## src/rtl/hpi_pkg.sv

```systemverilog
// Shared definitions for the HPI burst master: FSM states, HPI register
// selects and default bus-cycle timing.
package hpi_pkg;

    typedef enum logic [2:0] {
        S_IDLE,
        S_HRST,
        S_WAIT_WR,
        S_SETUP,
        S_STROBE,
        S_HOLD,
        S_RECOV
    } hpi_state_e;

    localparam logic [1:0] HPI_DATA    = 2'd0;
    localparam logic [1:0] HPI_MAILBOX = 2'd1;
    localparam logic [1:0] HPI_ADDR    = 2'd2;
    localparam logic [1:0] HPI_STATUS  = 2'd3;

    localparam int unsigned DEF_SETUP_CYC  = 1;
    localparam int unsigned DEF_STROBE_CYC = 4;
    localparam int unsigned DEF_HOLD_CYC   = 1;
    localparam int unsigned DEF_RECOV_CYC  = 2;
    localparam int unsigned DEF_RST_CYC    = 16;

    localparam int unsigned TMR_W = 16;

endpackage

```

## src/rtl/hpi_cycle_timer.sv

```systemverilog
// Loadable down-counter used to time every bus phase; done is high while the
// count is zero.
module hpi_cycle_timer #(
    parameter int unsigned W = 16
) (
    input  logic         clk,
    input  logic         rst,
    input  logic         load,
    input  logic [W-1:0] load_val,
    output logic         done
);

    logic [W-1:0] count;

    always_ff @(posedge clk) begin
        if (rst) begin
            count <= '0;
        end else if (load) begin
            count <= load_val;
        end else if (count != '0) begin
            count <= count - W'(1);
        end
    end

    assign done = (count == '0);

endmodule

```

## src/rtl/hpi_burst_master.sv

```systemverilog
// Command-driven CY7C67200 HPI bus-cycle engine: timed read/write bursts and
// the HPI chip reset pulse, with all pin outputs registered.
module hpi_burst_master
    import hpi_pkg::*;
#(
    parameter int unsigned DATA_W     = 16,
    parameter int unsigned LEN_W      = 8,
    parameter int unsigned SETUP_CYC  = DEF_SETUP_CYC,
    parameter int unsigned STROBE_CYC = DEF_STROBE_CYC,
    parameter int unsigned HOLD_CYC   = DEF_HOLD_CYC,
    parameter int unsigned RECOV_CYC  = DEF_RECOV_CYC,
    parameter int unsigned RST_CYC    = DEF_RST_CYC
) (
    input  logic              clk_clk,
    input  logic              reset_reset,
    input  logic              cmd_valid,
    output logic              cmd_ready,
    input  logic              cmd_write,
    input  logic [1:0]        cmd_addr,
    input  logic [LEN_W-1:0]  cmd_len,
    input  logic              wr_valid,
    output logic              wr_ready,
    input  logic [DATA_W-1:0] wr_data,
    output logic              rd_valid,
    input  logic              rd_ready,
    output logic [DATA_W-1:0] rd_data,
    input  logic              hpi_rst_req,
    output logic              busy,
    output logic [1:0]        otg_hpi_address_export,
    output logic              otg_hpi_cs_export,
    output logic              otg_hpi_r_export,
    output logic              otg_hpi_w_export,
    output logic              otg_hpi_reset_export,
    input  logic [DATA_W-1:0] otg_hpi_data_in_port,
    output logic [DATA_W-1:0] otg_hpi_data_out_port,
    output logic              otg_hpi_data_oe
);

    localparam logic [TMR_W-1:0] T_SETUP  = TMR_W'(SETUP_CYC - 1);
    localparam logic [TMR_W-1:0] T_STROBE = TMR_W'(STROBE_CYC - 1);
    localparam logic [TMR_W-1:0] T_HOLD   = TMR_W'(HOLD_CYC - 1);
    localparam logic [TMR_W-1:0] T_RECOV  = TMR_W'(RECOV_CYC - 1);
    localparam logic [TMR_W-1:0] T_RST    = TMR_W'(RST_CYC - 1);

    hpi_state_e        state, state_nxt;
    logic              dir_wr, dir_nxt;
    logic              accept;
    logic [LEN_W:0]    words_left;
    logic              tmr_load, tmr_done;
    logic [TMR_W-1:0]  tmr_val;
    logic              cs_active_nxt;
    logic              rd_capture;

    hpi_cycle_timer #(.W(TMR_W)) u_timer (
        .clk      (clk_clk),
        .rst      (reset_reset),
        .load     (tmr_load),
        .load_val (tmr_val),
        .done     (tmr_done)
    );

    assign cmd_ready  = (state == S_IDLE) & ~hpi_rst_req & ~reset_reset;
    assign wr_ready   = (state == S_WAIT_WR);
    assign busy       = (state != S_IDLE);
    assign rd_capture = (state == S_STROBE) & tmr_done & ~dir_wr;

    always_ff @(posedge clk_clk) begin
        if (reset_reset) begin
            state <= S_IDLE;
        end else begin
            state <= state_nxt;
        end
    end

    always_comb begin
        state_nxt = state;
        dir_nxt   = dir_wr;
        accept    = 1'b0;
        unique case (state)
            S_IDLE: begin
                if (hpi_rst_req) begin
                    state_nxt = S_HRST;
                end else if (cmd_valid) begin
                    accept    = 1'b1;
                    dir_nxt   = cmd_write;
                    state_nxt = cmd_write ? S_WAIT_WR : S_SETUP;
                end
            end
            S_HRST:    if (tmr_done) state_nxt = S_IDLE;
            S_WAIT_WR: if (wr_valid) state_nxt = S_SETUP;
            S_SETUP:   if (tmr_done) state_nxt = S_STROBE;
            S_STROBE:  if (tmr_done) state_nxt = S_HOLD;
            S_HOLD:    if (tmr_done) state_nxt = S_RECOV;
            S_RECOV: begin
                // Reads hold off the next strobe until the previous word is taken.
                if (tmr_done) begin
                    if (words_left == '0) begin
                        state_nxt = S_IDLE;
                    end else if (dir_wr) begin
                        state_nxt = S_WAIT_WR;
                    end else if (!(rd_valid && !rd_ready)) begin
                        state_nxt = S_SETUP;
                    end
                end
            end
            default: state_nxt = S_IDLE;
        endcase

        tmr_load = (state_nxt != state);
        unique case (state_nxt)
            S_HRST:   tmr_val = T_RST;
            S_SETUP:  tmr_val = T_SETUP;
            S_STROBE: tmr_val = T_STROBE;
            S_HOLD:   tmr_val = T_HOLD;
            S_RECOV:  tmr_val = T_RECOV;
            default:  tmr_val = '0;
        endcase

        cs_active_nxt = (state_nxt == S_SETUP) || (state_nxt == S_STROBE) ||
                        (state_nxt == S_HOLD);
    end

    // Pin outputs are decoded from the next state so they switch exactly on entry.
    always_ff @(posedge clk_clk) begin
        if (reset_reset) begin
            dir_wr                 <= 1'b0;
            words_left             <= '0;
            otg_hpi_address_export <= '0;
            otg_hpi_data_out_port  <= '0;
            otg_hpi_cs_export      <= 1'b1;
            otg_hpi_r_export       <= 1'b1;
            otg_hpi_w_export       <= 1'b1;
            otg_hpi_reset_export   <= 1'b1;
            otg_hpi_data_oe        <= 1'b0;
            rd_valid               <= 1'b0;
            rd_data                <= '0;
        end else begin
            dir_wr <= dir_nxt;

            if (accept) begin
                otg_hpi_address_export <= cmd_addr;
                words_left             <= {1'b0, cmd_len} + (LEN_W+1)'(1);
            end else if (state == S_HOLD && tmr_done) begin
                words_left <= words_left - (LEN_W+1)'(1);
            end

            if (state == S_WAIT_WR && wr_valid) begin
                otg_hpi_data_out_port <= wr_data;
            end

            if (rd_capture) begin
                rd_data  <= otg_hpi_data_in_port;
                rd_valid <= 1'b1;
            end else if (rd_ready) begin
                rd_valid <= 1'b0;
            end

            otg_hpi_cs_export    <= ~cs_active_nxt;
            otg_hpi_r_export     <= ~((state_nxt == S_STROBE) && !dir_nxt);
            otg_hpi_w_export     <= ~((state_nxt == S_STROBE) && dir_nxt);
            otg_hpi_reset_export <= ~(state_nxt == S_HRST);
            otg_hpi_data_oe      <= cs_active_nxt && dir_nxt;
        end
    end

endmodule

```

## config.mk

```make
export PLATFORM = sky130hd
export DESIGN_NAME = hpi_burst_master
export DESIGN_NICKNAME = d
export VERILOG_FILES = /design/src/rtl/hpi_pkg.sv /design/src/rtl/hpi_cycle_timer.sv /design/src/rtl/hpi_burst_master.sv
export SDC_FILE = /design/constraint.sdc
export NUM_CORES = 1
export LEC_CHECK = 0
export ABC_AREA = 1
export CELL_PAD_IN_SITES_DETAIL_PLACEMENT = 1
export CELL_PAD_IN_SITES_GLOBAL_PLACEMENT = 2
export CORE_UTILIZATION = 29
export CTS_CLUSTER_SIZE = 10
export DETAILED_ROUTE_END_ITERATION = 8
export PLACE_DENSITY_LB_ADDON = 0.1
export SYNTH_ARGS = -nofsm -noshare
export SYNTH_HDL_FRONTEND = slang
export SYNTH_SLANG_ARGS = --single-unit
export TNS_END_PERCENT = 20
```

## constraint.sdc

```tcl
create_clock -name clk_clk -period 4 [get_ports clk_clk]
set_input_delay 0.8 -clock clk_clk [delete_from_list [all_inputs] [get_ports clk_clk]]
set_output_delay 0.8 -clock clk_clk [all_outputs]
set_load 0.01 [all_outputs]
```

==> results of run 1 <==
sequential cells by signal, indices dropped and copies added, names as in the netlist:
| register | flops |
|---|---|
| otg_hpi_data_out_port | 16 |
| words_left | 9 |
| u_timer.count | 16 |
| otg_hpi_w_export | 1 |
| dir_wr | 1 |
| otg_hpi_address_export | 2 |
| otg_hpi_cs_export | 1 |
| otg_hpi_reset_export | 1 |
| state | 3 |
| rd_valid | 1 |
| otg_hpi_r_export | 1 |
| otg_hpi_data_oe | 1 |
| rd_data | 16 |
per-layer routing:
layer  vias up  part of all wire [%]
li1       1703                     -
met1      1518                    47
met2        60                    45
met3        10                   6.4
met4         0                   1.7
met5         -                     0
how the worst max path moves through the flow:
stage,from,end,slack [ns]
after floorplan,reset_reset,cmd_ready,1.76
after global placement,hpi_rst_req,u_timer.count[3],1.05
after detailed placement,hpi_rst_req,u_timer.count[3],1.01
after CTS,reset_reset,cmd_ready,1.05
after global routing,reset_reset,cmd_ready,1.01
final,reset_reset,cmd_ready,1.11
worst min-delay path, delay by kind of cell, from the launching register on:
family | cells | cell delay (ns)
flip-flops | 1 | 0.32
AND/OR/NAND/NOR | 2 | 0.13
cell type report:
| cell class | instances | area share, % |
|---|---|---|
| Multi-Input combinational cell | 335 | 37.69 |
| Sequential cell | 69 | 29.06 |
| Timing Repair Buffer | 95 | 19.79 |
| Clock buffer | 11 | 5.107 |
| Tap cell | 143 | 3.764 |
| Inverter | 42 | 3.317 |
| Clock inverter | 5 | 1.263 |
power breakdown:
group	leakage [nW]	switching (mW)	internal (mW)	total, mW
Clock	0.146	0.314	0.501	0.814
Sequential	0.561	0.122	0.824	0.946
Combinational	1.25	1.07	0.637	1.71
Total	1.96	1.50	1.96	3.47
per-stage QoR:
step | util [%] | std cells
floorplan | - | 462
global placement | 38.98 | 684
detailed placement | 38.98 | 684
CTS | 41.63 | 700
global route | 41.63 | 700
finish | 41.63 | 700
placed cells by master, fill, tap and decap left out, drive strengths merged:
cell type	n
xor2	12
buf	4
clkdlybuf4s50	91
a31oi	5
clkbuf	11
nand3	17
nor4	6
clkinv	4
o211ai	1
nand2	63
or2	1
clkinvlp	1
nand4	12
o21ai	34
o311ai	1
bufinv	1
inv	41
o21bai	1
a21oi	15
nor2	108
and2	1
o31ai	1
a211oi	4
ha	4
nor3	44
dfxtp	69
xnor2	5
logic make-up (layout without fill, tap and decap cells):
logic type               count (synthesis)  in the layout  synth area share, %
AO/OA/AOI/OAI                           62             62                10.04
XOR/XNOR                                17             17                4.377
adder cells (fa/ha/maj)                  4              4                1.471
buffers and inverters                   58            153                6.730
flip-flops                              69             69                40.60
AND/OR/NAND/NOR                        252            252                36.78
==> impl_metrics.ini, run 1 <==
[grt]
grt.total_usage_pct = 17.36
gr-total-overflow = 0
grt_pass1_wl_mm = 16.03
use_met1_pct = 21.32
grt_max_degree = 33
antenna_found_initial = 0
grt_pass1_vias = 3349
top_usage_layer = met2
grtUsageMet2_pct = 27.02
grtUsageMet3_pct = 7.231

[clock_tree]
postCtsSetupRepairBufs = 0
numCtsBuffers = 9
h-tree-depth = 3
worstSkewPairLatency_ns = 0.34
cts_max_path_buffers = 2
holdBufCountCts = 0
clock-sinks = 69
cts_root_buf = clkbuf_16
tritoncts = done
clk_pin_slew_ns = 0.06
cts_resized = 0

[critical_path]
crit_slowest_cell = clkdlybuf4s50_1
path_delay_family = buffers and inverters
crit_type = primary input to output pin
crit_top_cell = clkdlybuf4s50_1
rrSetupSlack_ns = 1.64
crit_path_end_kind = output pin
cp_max_fo = 2
cp_num_cells = 3
cp.buffers_inverters = 2
worstPathCellList = clkdlybuf4s50_1 > nor3_1 > clkdlybuf4s50_1
worstPathArrival_ns = 2.09
crit_path_start_kind = primary input
cpPeakStageDelay_ns = 0.57
r2r-end = rd_data[7]
ff2ff_path_depth = 8
r2r-start = u_timer.count[0]
critPathRequiredTime_ns = 3.20

[pwr]
power_mw = 3.465
ir_worst_vdd_v = 0.0003516
p_per_area_mw_per_mm2 = 729.0
p_leak_nw = 1.958

[floorplan]
rows = 39
dieHeight_um = 110.3
fp.dieArea_mm2 = 0.01217
die_width_um = 110.3
core_mm2 = 0.01142
start_util_pct = 29.79
boundaryPins = 92

[finish]
nFillCells = 1430
final_layout_size_suffix_gt1_share_pct = 9.874
diodes = 0
nNetsFinal = 605
final_area_mm2 = 0.004753
ff_latch_area_mm2 = 0.001381
syn_to_final_growth_pct = 39.72
multi_input_area_mm2 = 0.001792

[timing]
max_freq_mhz = 346.1
setup_viol = 0
tightestPinTransition_ns = 0.7964
worst_slack_ns = 1.110
whs_ns = 0.4882
slew_viol_final = 0
fin_worst_skew_ns = 0.006354
setup_tns_ns = 0
slew_headroom_pct = 46.83
rsz0062_at_grt = false
hold_violations = 0
finalCriticalPeriod_ns = 2.890
period_share_pct = 72.24

[synth]
yosysUniqueCellTypes = 37
synthCells = 462
yosysWarnings = 0
synth_nets = 515
netlist_top_cells_count = 99 x nor2_1, 69 x dfxtp_1, 53 x nand2_1
synthTopCellsByArea = dfxtp_1 41%, nor2_1 11%, nor3_1 6.0%
ys_seq_area_share_pct = 40.60
synthFlopType = dfxtp_1
ys_seq_elements = 69
async_flop_share_pct = 0
synth_top_area_share_pct = 40.60
synth_edf_count = 0
netlist_area_mm2 = 0.003402
syn_avg_cell_area_um2 = 7.364
yosys.area.top_type = dfxtp_1
yosysMostFrequentCell = nor2_1

[route]
avgViaCountPerCell = 4.701
avgRoutedWirePerCell_um = 13.94
drcViolationCount = 0
detail-route-antenna-nets = 0
drt-initial-drc-count = 107
via_count = 3291
dr.pass1.iters = 4
wirelength_mm = 9.760

[placed_design]
dp_hpwl_mm = 7.100
dp_slack_ns = 1.009
placed_area_mm2 = 0.004451
place.gp.congestion = 0.7525
portBuffers = 91

[outcome]
status = finished, final reports clean

[min_path]
hp-class = flip-flop to flip-flop
hold_depth = 2
hold_start = otg_hpi_address_export[1]
min_to = otg_hpi_address_export[1]

[flow_run]
drv_cap = 0
No activity file was read; power rests on OpenSTA's default activity.
==> run 2, diff against run 1 <==
CORE_UTILIZATION = 24   (was 29)
clock period = 2.5 ns   (was 4 ns; I/O delays follow)
==> impl_metrics.ini, run 2 (synthesized netlist as in run 1, its figures left out) <==
[route]
wirelength_mm = 10.63
drt-initial-drc-count = 90
drcViolationCount = 0
avgRoutedWirePerCell_um = 14.29
dr.pass1.iters = 4
detail-route-antenna-nets = 0
avgViaCountPerCell = 4.555
via_count = 3389

[critical_path]
r2r-end = u_timer.count[3]
crit_slowest_cell = dfxtp_1
worstPathCellList = nor3_2 > inv_1 > nor3_1 > dlygate4sd2_1
crit_type = flip-flop to output pin
rrSetupSlack_ns = 0.37
critPathRequiredTime_ns = 2.00
ff2ff_path_depth = 15
worstPathArrival_ns = 1.85
cp_max_fo = 7
crit_path_end_kind = output pin
r2r-start = u_timer.count[0]
cpPeakStageDelay_ns = 0.41
crit_path_start_kind = flip-flop

[clock_tree]
clock-sinks = 69
h-tree-depth = 3
clk_pin_slew_ns = 0.06
worstSkewPairLatency_ns = 0.34
numCtsBuffers = 9
cts_max_path_buffers = 2
cts_root_buf = clkbuf_16
holdBufCountCts = 0
tritoncts = done

[finish]
nNetsFinal = 612
final_layout_size_suffix_gt1_share_pct = 11.35
layout_commonest_cell = nor2_1
finalNonFillerCells = 744
final_cell_mix = 99 x nor2_1, 90 x clkdlybuf4s50_1, 69 x dfxtp_1, 53 x nand2_1, 40 x nor3_1
top_regs = otg_hpi_data_out_port (16), rd_data (16), u_timer.count (16)
nFillCells = 1700
diodes = 0
syn_to_final_growth_pct = 44.10

[timing]
hold_violations = 0
whs_ns = 0.4894
setup_tns_ns = 0
finalCriticalPeriod_ns = 2.346
max_freq_mhz = 426.2
tightestPinTransition_ns = 0.5143
slew_headroom_pct = 65.68
rsz0062_at_grt = false
period_share_pct = 93.84
setup_viol = 0
fin_worst_skew_ns = 0.004741
slew_viol_final = 0

[min_path]
min_to = rd_data[9]
hp-class = flip-flop to flip-flop
hold_depth = 2
hold_start = rd_data[9]

[pwr]
ir_worst_vdd_v = 0.0003770
p_per_area_mw_per_mm2 = 1194
p_leak_nw = 2.017
power_mw = 5.855

[floorplan]
start_util_pct = 24.51
core_mm2 = 0.01388
boundaryPins = 92
fp.dieArea_mm2 = 0.01466
rows = 43
dieHeight_um = 121.1
die_width_um = 121.1

[grt]
gr-total-overflow = 0
grt_pass1_wl_mm = 17.46
grt.total_usage_pct = 15.46
grt_pass1_vias = 3575
grt_max_degree = 33
antenna_found_initial = 0

[placed_design]
place.gp.congestion = 0.7631
dp_hpwl_mm = 7.845
portBuffers = 91
placedCellCount = 728

[outcome]
status = finished, final reports clean

[flow_run]
drv_cap = 0
[run 2: cell types whose count changed in the layout (fill, tap and decap cells not counted), sizes merged]
| cell | previous run | this run |
|---|---|---|
| clkbuf | 11 | 10 |
| clkinvlp | 1 | 2 |
| dlygate4sd2 | 0 | 1 |
| buf | 4 | 11 |
| clkdlybuf4s50 | 91 | 90 |
| clkinv | 4 | 2 |
| bufinv | 1 | 3 |
[run 2: where the power goes]
part / internal, mW / switching (mW)
registers: 1.32 / 0.185
logic: 1.07 / 1.78
clock network: 0.999 / 0.503
[run 2: per-stage QoR]
stage	cell area [um2]	setup slack, ns	utilization [%]
6_report	4902	0.1539	35.32
5_1_grt	4902	0.1256	35.32
3_5_place_dp	4549	0.03825	32.77
4_1_cts	4902	0.2054	35.32
2_1_floorplan	3402	0.6518	-
3_3_place_gp	4549	-0.06814	32.77
[run 2: area by class of cell]
type,instances,area (um2),share of cell area [%]
Sequential cell,69,1381,28.18
Timing Repair Buffer,102,992.2,20.24
Clock inverter,6,110.1,2.246
Tap cell,180,225.2,4.594
Multi-Input combinational cell,335,1797,36.65
Inverter,42,157.7,3.216
Clock buffer,10,239.0,4.875
[run 2: worst max-delay path, delay by kind of cell, from the launching register on]
kind	cells	cell delay, ns
and+or+nand+nor	2	0.58
buffers and inverters	2	0.52
DFF	1	0.41
[run 2: layer usage]
metal | vias to the layer above | track usage [%] | wire length [um]
met5 | - | 0 | 0
met4 | 0 | 6.713 | 191
met3 | 13 | 5.498 | 729
met2 | 62 | 23.75 | 4695
met1 | 1592 | 19.37 | 5015
li1 | 1722 | - | -
[run 2: repair_timing]
action | in CTS | in global routing
endpoints found under the setup margin | 1 | 0
buffers inserted | 0 | 0
resized for setup | 2 | 0
[run 2: how the worst max path moves through the flow]
| stage | startpoint | endpoint | slack (ns) | depth (start not counted) |
|---|---|---|---|---|
| after detailed placement | hpi_rst_req | cmd_ready | 0.04 | 3 |
| after global routing | state[2] | cmd_ready | 0.13 | 4 |
| after floorplan | u_timer.count[0] | u_timer.count[3] | 0.65 | 15 |
| after CTS | state[2] | cmd_ready | 0.21 | 4 |
| after global placement | hpi_rst_req | cmd_ready | -0.07 | 3 |
| final | state[2] | cmd_ready | 0.15 | 4 |
==> run 3, diff against run 2 <==
SYNTH_HIERARCHICAL = 1   (was not set)
==> impl_metrics.ini, run 3 <==
[critical_path]
crit_path_start_kind = flip-flop
worstPathArrival_ns = 2.61
critPathRequiredTime_ns = 2.78
cp_max_fo = 5
crit_top_cell = inv_2
ff2ff_path_depth = 20
crit_type = flip-flop to flip-flop
crit_slowest_cell = dfxtp_1
worstPathCellList = nor2_4 > nand2_8 > nor2_8 > nand4_4 > inv_4 > inv_2 > nor3_4 > inv_2 > nand2_4 > nor2_4 > nand2_2 > nand2_1 > nand2_1 > nand3_2 > inv_2 > buf_8 > nand2_4 > nor2_2 > nor2_1 > nor2_1
crit_path_end_kind = flip-flop
cpPeakStageDelay_ns = 0.36

[floorplan]
core_mm2 = 0.01459
boundaryPins = 92
start_util_pct = 24.72
fp.dieArea_mm2 = 0.01552
dieHeight_um = 124.6
die_width_um = 124.6
rows = 44

[finish]
diodes = 0
final_layout_size_suffix_gt1_share_pct = 14.63
layout_commonest_cell = nand2_1
top_regs = otg_hpi_data_out_port (16), rd_data (16), u_timer/count (16)
final_area_mm2 = 0.005366
syn_to_final_growth_pct = 48.82
final_cell_mix = 105 x nand2_1, 91 x clkdlybuf4s50_1, 86 x nor2_1, 68 x dfxtp_1, 54 x inv_1
nNetsFinal = 711

[route]
detail-route-antenna-nets = 0
avgRoutedWirePerCell_um = 13.35
via_count = 3706
drt-initial-drc-count = 69
drcViolationCount = 0
dr.pass1.iters = 4
wirelength_mm = 11.30
avgViaCountPerCell = 4.375

[synth]
async_flop_share_pct = 0
yosysMostFrequentCell = nand2_1
synthTopCellsByArea = dfxtp_1 38%, nand2_1 11%, nor2_1 9.5%
ys_seq_elements = 69
synthCells = 530
netlist_area_mm2 = 0.003606
yosysWarnings = 6
synth_edf_count = 0
yosysUniqueCellTypes = 39
yosys.area.top_type = dfxtp_1
synth_top_area_share_pct = 38.31
synthFlopType = dfxtp_1
syn_avg_cell_area_um2 = 6.804
ys_seq_area_share_pct = 38.31
netlist_top_cells_count = 105 x nand2_1, 91 x nor2_1, 69 x dfxtp_1

[clock_tree]
worstSkewPairLatency_ns = 0.34
holdBufCountCts = 0
h-tree-depth = 3
tritoncts = done
clock-sinks = 69
clk_pin_slew_ns = 0.06
cts_max_path_buffers = 2
cts_root_buf = clkbuf_16
numCtsBuffers = 9

[timing]
hold_violations = 0
period_share_pct = 93.17
setup_viol = 0
max_freq_mhz = 429.3
fin_worst_skew_ns = 0.006311
slew_viol_final = 0
whs_ns = 0.4435
finalCriticalPeriod_ns = 2.329

[pwr]
pwr-share-clk_pct = 33.8
p_per_area_mw_per_mm2 = 787.8
ir_worst_vdd_v = 0.0003314
comb_power_share_pct = 35.2
switching_power_mw = 1.493
seq_power_share_pct = 31.0
switching_share_pct = 35.31
p_leak_nw = 2.295
p_int_mw = 2.735

[grt]
antenna_found_initial = 0
grt_pass1_vias = 3709
grt_max_degree = 34
grt.total_usage_pct = 14.99
gr-total-overflow = 0
grt_pass1_wl_mm = 18.53

[min_path]
hp-class = flip-flop to flip-flop
hold_depth = 2

[placed_design]
place.gp.congestion = 0.7549
placed_area_mm2 = 0.004903
dp_hpwl_mm = 8.496
portBuffers = 91

[outcome]
status = finished, final reports clean

[flow_run]
drv_cap = 0
==> run 3: worst max-delay path: cells and delay by family (launching register included) <==
family	cells	cell delay (ns)
flip-flops	1	0.36
AND/OR/NAND/NOR	15	1.37
buffers and inverters	5	0.51
==> run 3: layout make-up <==
cell class                 instances  area [um2]
tap                              184       230.2
clock inverter                     6       95.09
clock buffer                      10       229.0
inverter                          69       264.0
fill                            1816        9223
multi-input combinational        388        2001
timing repair buffer             121        1165
sequential                        69        1383
==> run 3: worst paths after layout <==
| check | slack, ns | endpoint | start |
|---|---|---|---|
| max | 0.17 | u_timer/count[8] | u_timer/count[2] |
| max reg2reg | 0.17 | u_timer/count[8] | u_timer/count[2] |
| min reg2reg | 0.44 | rd_data[10] | rd_data[10] |
| min | 0.44 | rd_data[10] | rd_data[10] |
==> run 3: logic make-up after synthesis <==
kind of cell	synth area share [%]
AO/OA/AOI/OAI	13.43
XOR/XNOR	3.123
adder cells (fa/ha/maj)	1.388
buffers and inverters	8.917
flip-flops	38.31
other	0.1040
AND/OR/NAND/NOR	34.73
==> run 3: power by group through the flow <==
stage	clock network [mW]	registers, mW	logic, mW
2_1_floorplan	0	1.32	0.895
3_5_place_dp	0	1.33	1.36
4_1_cts	1.48	1.30	1.37
5_1_grt	1.53	1.33	1.67
6_report	1.43	1.31	1.49
3_3_place_gp	0	1.32	1.35
==> run 3: what timing repair did <==
action | 4_1_cts | 5_1_grt
gates resized for setup | 0 | 20
endpoints found under the setup margin | 0 | 14
setup buffers | 0 | 6
==> run 3: per-layer routing <==
layer	vias to the layer above	track usage, %	share of wire, %
met5	-	0	0
met4	0	6.875	2.1
met3	15	3.780	4.1
met2	56	25.48	49
met1	1708	17.62	45
li1	1927	-	-
==> run 3: per-stage QoR <==
stage / power (mW) / util, % / worst slack [ns] / std cells / TNS (ns)
after floorplan: 2.214 / - / -0.001811 / 541 / -0.004599
after global placement: 2.674 / 33.61 / 0.1184 / 824 / 0
after global routing: 4.523 / 36.78 / -0.02200 / 847 / -0.04009
after detailed placement: 2.689 / 33.61 / 0.03838 / 824 / 0
after CTS: 4.149 / 35.83 / 0.06294 / 840 / 0
final: 4.227 / 36.78 / 0.1707 / 847 / 0
